===== src/rtl/rsa_precomp_ctrl_pkg.sv =====
// rsa_precomp_ctrl_pkg: shared FSM states, error codes and default parameters
// for the RSA CRT inverse precompute controller.
package rsa_precomp_ctrl_pkg;
    localparam int DEF_W       = 32;
    localparam int DEF_TIMEOUT = 96;
    typedef enum logic [2:0] {IDLE, CHECK, LOAD, RUN, STORE, DONE, ERR} state_e;
    localparam logic [1:0] ERR_NONE = 2'b00;
    localparam logic [1:0] ERR_GCD  = 2'b01;
    localparam logic [1:0] ERR_OPND = 2'b10;
    localparam logic [1:0] ERR_TMO  = 2'b11;
endpackage


===== src/rtl/rsa_precomp_ctrl_inv_engine.sv =====
// inv_engine: extended Euclid, one quotient/remainder step per cycle; done fires on
// the step whose remainder is zero, with the current divisor as the gcd.
module inv_engine
    import rsa_precomp_ctrl_pkg::*;
#(
    parameter int W = DEF_W
) (
    input  logic         clk,
    input  logic         rst_n,
    input  logic         go_i,
    input  logic [W-1:0] a_i,
    input  logic [W-1:0] m_i,
    output logic         done_o,
    output logic [W:0]   result_o,
    output logic         gcd_one_o
);
    logic                run_q;
    logic [W-1:0]        or_q, r_q, div, quo, rem;
    logic signed [W:0]   os_q, s_q, s_n;
    always_comb begin
        div       = (r_q == '0) ? W'(1) : r_q;
        quo       = or_q / div;
        rem       = or_q % div;
        s_n       = os_q - $signed({1'b0, quo}) * s_q;
        done_o    = run_q && (rem == '0);
        gcd_one_o = (r_q == W'(1));
        result_o  = s_q;
    end
    // s tracks the Bezout coefficient of a for the current divisor r
    always_ff @(posedge clk or negedge rst_n) begin
        if (!rst_n) begin
            run_q <= 1'b0;
            or_q  <= '0;
            r_q   <= '0;
            os_q  <= '0;
            s_q   <= '0;
        end else if (go_i) begin
            run_q <= 1'b1;
            or_q  <= a_i;
            r_q   <= m_i;
            os_q  <= (W+1)'(1);
            s_q   <= '0;
        end else if (run_q) begin
            if (rem == '0) begin
                run_q <= 1'b0;
            end else begin
                or_q <= r_q;
                r_q  <= rem;
                os_q <= s_q;
                s_q  <= s_n;
            end
        end
    end
endmodule


===== src/rtl/rsa_precomp_ctrl.sv =====
// rsa_precomp_ctrl: computes qinv = q^-1 mod p and pinv = p^-1 mod q by running one
// shared inverse engine twice; results commit together only when both jobs succeed.
module rsa_precomp_ctrl
    import rsa_precomp_ctrl_pkg::*;
#(
    parameter int TIMEOUT = DEF_TIMEOUT,
    parameter int W       = DEF_W
) (
    input  logic         clk,
    input  logic         rst_n,
    input  logic         start_i,
    input  logic [W-1:0] p_i,
    input  logic [W-1:0] q_i,
    output logic         busy_o,
    output logic         done_o,
    output logic         err_o,
    output logic [1:0]   err_code_o,
    output logic [W-1:0] qinv_o,
    output logic [W-1:0] pinv_o
);
    localparam int CW = $clog2(TIMEOUT + 1);
    state_e         state_q, state_d;
    logic [W-1:0]   p_q, q_q, qtmp_q, qinv_q, pinv_q;
    logic [CW-1:0]  cnt_q, cnt_d;
    logic [1:0]     code_q, code_d;
    logic           job_q, job_d, eng_go, eng_done, eng_gcd1, bad_opnd;
    logic [W-1:0]   eng_a, eng_m, norm;
    logic [W:0]     eng_res;
    assign eng_a    = job_q ? p_q : q_q;
    assign eng_m    = job_q ? q_q : p_q;
    assign norm     = eng_res[W] ? eng_res[W-1:0] + eng_m : eng_res[W-1:0];
    assign bad_opnd = (p_q < W'(2)) || (q_q < W'(2)) || (p_q == q_q);
    inv_engine #(.W(W)) u_eng (
        .clk      (clk),
        .rst_n    (rst_n),
        .go_i     (eng_go),
        .a_i      (eng_a),
        .m_i      (eng_m),
        .done_o   (eng_done),
        .result_o (eng_res),
        .gcd_one_o(eng_gcd1)
    );
    always_comb begin
        state_d = state_q;
        job_d   = job_q;
        cnt_d   = cnt_q;
        code_d  = code_q;
        eng_go  = 1'b0;
        case (state_q)
            IDLE: if (start_i) begin
                state_d = CHECK;
                code_d  = ERR_NONE;
                job_d   = 1'b0;
            end
            CHECK: begin
                state_d = bad_opnd ? ERR : LOAD;
                code_d  = bad_opnd ? ERR_OPND : code_q;
            end
            LOAD: begin
                eng_go  = 1'b1;
                cnt_d   = '0;
                state_d = RUN;
            end
            RUN: if (eng_done) begin
                state_d = STORE;
            end else if (cnt_q == CW'(TIMEOUT - 1)) begin
                state_d = ERR;
                code_d  = ERR_TMO;
            end else begin
                cnt_d = cnt_q + 1'b1;
            end
            STORE: if (!eng_gcd1) begin
                state_d = ERR;
                code_d  = ERR_GCD;
            end else begin
                state_d = job_q ? DONE : LOAD;
                job_d   = 1'b1;
            end
            default: state_d = IDLE;
        endcase
    end
    always_ff @(posedge clk or negedge rst_n) begin
        if (!rst_n) begin
            state_q <= IDLE;
            job_q   <= 1'b0;
            cnt_q   <= '0;
            code_q  <= ERR_NONE;
        end else begin
            state_q <= state_d;
            job_q   <= job_d;
            cnt_q   <= cnt_d;
            code_q  <= code_d;
        end
    end
    // qinv is staged in qtmp so a failed J1 never exposes a half-updated pair
    always_ff @(posedge clk or negedge rst_n) begin
        if (!rst_n) begin
            p_q    <= '0;
            q_q    <= '0;
            qtmp_q <= '0;
            qinv_q <= '0;
            pinv_q <= '0;
        end else begin
            if (state_q == IDLE && start_i) begin
                p_q <= p_i;
                q_q <= q_i;
            end
            if (state_q == STORE && eng_gcd1) begin
                if (job_q) begin
                    qinv_q <= qtmp_q;
                    pinv_q <= norm;
                end else begin
                    qtmp_q <= norm;
                end
            end
        end
    end
    assign busy_o     = (state_q != IDLE);
    assign done_o     = (state_q == DONE);
    assign err_o      = (state_q == ERR);
    assign err_code_o = code_q;
    assign qinv_o     = qinv_q;
    assign pinv_o     = pinv_q;
endmodule


===== config.mk =====
export PLATFORM = sky130hd
export DESIGN_NAME = rsa_precomp_ctrl
export DESIGN_NICKNAME = d
export VERILOG_FILES = /design/src/rtl/rsa_precomp_ctrl_pkg.sv /design/src/rtl/rsa_precomp_ctrl_inv_engine.sv /design/src/rtl/rsa_precomp_ctrl.sv
export SDC_FILE = /design/constraint.sdc
export NUM_CORES = 2
export LEC_CHECK = 0
export ABC_AREA = 1
export CORE_UTILIZATION = 40
export DETAILED_ROUTE_END_ITERATION = 12
export PLACE_DENSITY = 0.64
export SYNTH_ARGS = -nofsm -noshare
export SYNTH_HDL_FRONTEND = slang
export SYNTH_SLANG_ARGS = --single-unit

===== constraint.sdc =====
create_clock -name clk -period 185.7 [get_ports clk]
set_clock_uncertainty 0.05 [all_clocks]
set_input_delay 37.14 -clock clk [delete_from_list [all_inputs] [get_ports clk]]
set_output_delay 37.14 -clock clk [all_outputs]
set_load 0.05 [all_outputs]

==> reports/results.tsv <==
metric	value	unit
maxCapViolCount	0	
synth.most_common_cell	sky130_fd_sc_hd__nand2_1	
syn_inst	9475	
drt-vias-per-instance	5.45	
port_buffers	135	
finalCriticalPeriod	88.08	ns
status	finished clean	
die_width	399	um
drc	0	
area_delta_synth_final	7.07	%
wire_per_inst	20.4	um
clkLatencyLatePin	0.60	ns
post-synth-top-area-cell	sky130_fd_sc_hd__nand2_1	
critical_path.endpoint_type	register	
num_io_pins	136	
total_routed_wire_length_on_the_met1_layer	96.6	mm
critical_path_peak_fanout	61	
via_count_of_the_first_global_routing_pass	61704	
dieArea	159000	um^2
multi_input_area	48100	um^2
area.sequential	7610	um^2
initial_utilization	40.3	%
grt_util_all_layers	29.2	%
cts.htree.levels	2	
timing.slew.headroom	8.14	%
synth_common_cells	2,966 x sky130_fd_sc_hd__nand2_1, 1,532 x sky130_fd_sc_hd__inv_1, 708 x sky130_fd_sc_hd__ha_1	
antenna_violating_nets_post_route	0	
detail_route.first_pass.iterations	9	
cts_root_buf	sky130_fd_sc_hd__clkbuf_16	
finalNetCount	10661	
cts-buffers-inserted	40	
ys.flop_type	sky130_fd_sc_hd__dfrtp_1	
clock_path_buffers	3	
global_route.overflow_total	0	
required	186.18	ns
grt_setup_unrepaired	false	
synthArstFlopShare	100	%
critical_path_class	register to register	
synth_nets	10722	
tritoncts	yes	
post-synth-top-area-fraction	17.7	%
dp_hpwl	186	mm
synth_top_cells_by_area	sky130_fd_sc_hd__nand2_1 18%, sky130_fd_sc_hd__fa_1 15%, sky130_fd_sc_hd__ha_1 14%, sky130_fd_sc_hd__dfrtp_1 12%, sky130_fd_sc_hd__inv_1 9.1%	
core_area	156000	um^2
hold_buffers	0	
die_height	399	um
hold_path_class	register to register	
routabilityCongestion	0.979	
setup_viol	0	
fill_cells	16293	
drt_wl_total	235	mm
critical_path.most_common_cell	sky130_fd_sc_hd__nand2_1	
postSynthRegisterBits	304	
wl_met2	109	mm
synth.lib_cells_used.distinct	70	
seq_area_frac_synth	12.1	%
cts_resized	0	
met3RoutedLength	15.9	mm
fin_setup_tns	0	ns
global_route_wire_length_before_repair	358	mm
final.setup.worst_slack	97.62	ns
cts_sinks	304	
max_freq	0.0114	GHz
num_vias	62681	
worst_slack_after_detailed_placement	98.96	ns
synthesized_area_divided_by_synthesized_cell_count	6.65	um^2
critical-path-slowest-cell	sky130_fd_sc_hd__clkinv_1	
timing.critical_path.arrival	88.56	ns
worst_setup_hold_path_clk_slew	0.07	ns
worst_setup_path_start_kind	register	
worstMarginPinSlew	1.36	ns
rows	145	
synth_edf_count	0	
yosys_warnings	0	
cts_setup_buffers	0	
final_layout_size_suffix_gt1_share	3.67	%
critical-path-max-stage-delay	0.79	ns
maxSlewViolCount	0	
grt_max_degree	143	
route.top_layer_used	met4	
post-route-period-util	47.4	%
drt_iter0_markers	5462	
hold_viol	0	
grt_antenna_before_repair	4	
post_synth_instance_area	63000	um^2
## worst paths after layout
check / start / slack (ns) / endpoint / depth (start not counted)
setup / recovery: u_eng.r_q[29] / 97.62 / u_eng.result_o[32] / 483
hold / removal: qinv_o[4] / 0.42 / qinv_o[4] / 2
setup reg to reg: u_eng.r_q[29] / 97.62 / u_eng.result_o[32] / 483
hold reg to reg: qinv_o[4] / 0.42 / qinv_o[4] / 2
max in group asynchronous: rst_n / 146.88 / qinv_o[5] / 3
min in group asynchronous: rst_n / 36.52 / q_q[16] / 1
## placed cells by master, fill, tap and decap left out, types with 25 or more instances in the layout
master,n
sky130_fd_sc_hd__dfrtp_1,303
sky130_fd_sc_hd__a31oi_1,25
sky130_fd_sc_hd__nor3_1,93
sky130_fd_sc_hd__nand3_1,510
sky130_fd_sc_hd__nand2_2,33
sky130_fd_sc_hd__o21ai_2,44
sky130_fd_sc_hd__nand4_1,80
sky130_fd_sc_hd__a21oi_1,548
sky130_fd_sc_hd__xnor2_1,187
sky130_fd_sc_hd__nor4_1,42
sky130_fd_sc_hd__o31ai_1,26
sky130_fd_sc_hd__o21bai_1,49
sky130_fd_sc_hd__a21o_1,26
sky130_fd_sc_hd__clkbuf_16,40
sky130_fd_sc_hd__buf_4,88
sky130_fd_sc_hd__ha_1,708
sky130_fd_sc_hd__fa_1,472
sky130_fd_sc_hd__nor2_1,432
sky130_fd_sc_hd__o21ai_0,377
sky130_fd_sc_hd__clkdlybuf4s50_1,134
sky130_fd_sc_hd__or2_2,53
sky130_fd_sc_hd__nand2_1,2965
sky130_fd_sc_hd__o21ai_1,58
sky130_fd_sc_hd__xor2_1,314
sky130_fd_sc_hd__inv_1,1529
## critical path, delay by kind of cell (launching register included)
kind	cells	cell delay (ns)
flip-flops	1	0.40
buffers and inverters	79	15.64
adder cells (fa/ha/maj)	40	13.63
XOR/XNOR	10	1.67
AND/OR/NAND/NOR	229	33.15
AO/OA/AOI/OAI	125	23.11
## cell type report
cell class                 instances  area share [%]
clock inverter                    21           0.312
clock buffer                      51            1.60
inverter                        1552            8.65
sequential                       304            11.3
multi-input combinational       7292            71.3
timing repair buffer             224            3.02
antenna                            2         0.00742
tap                             2058            3.82
## per-stage QoR
stage | area, um^2 | hold WS (ns) | cells | util (%)
final | 67400 | 0.420 | 11504 | 43.2
after floorplan | 63000 | 0.392 | 9475 | -
after detailed placement | 66100 | 0.412 | 11430 | 42.3
after global routing | 67400 | 0.445 | 11502 | 43.2
after CTS | 67400 | 0.426 | 11502 | 43.2
after global placement | 66100 | 0.409 | 11430 | 42.3
## routing by layer
| metal | global-route usage, % | up-vias |
|---|---|---|
| li1 | - | 29839 |
| met1 | 36.9 | 29917 |
| met2 | 49.0 | 2369 |
| met3 | 3.63 | 556 |
| met4 | 13.8 | 0 |
| met5 | 0 | - |
## cells by family (layout without fill, tap and decap cells)
| family | count (synthesis) | count (layout) | share of synthesized area [%] |
|---|---|---|---|
| simple gates | 4292 | 4292 | 28.1 |
| buf+inv | 1879 | 1848 | 11.7 |
| compound gates | 1315 | 1315 | 12.0 |
| fa+ha+maj | 1180 | 1180 | 29.1 |
| xor+xnor | 501 | 501 | 6.97 |
| flops | 304 | 304 | 12.1 |
| mux | 4 | 4 | 0.0636 |
| other cells | 0 | 2 | 0 |
Power is not shown: default switching activity piles up to over one toggle a cycle in this logic, so the estimate is an artifact.
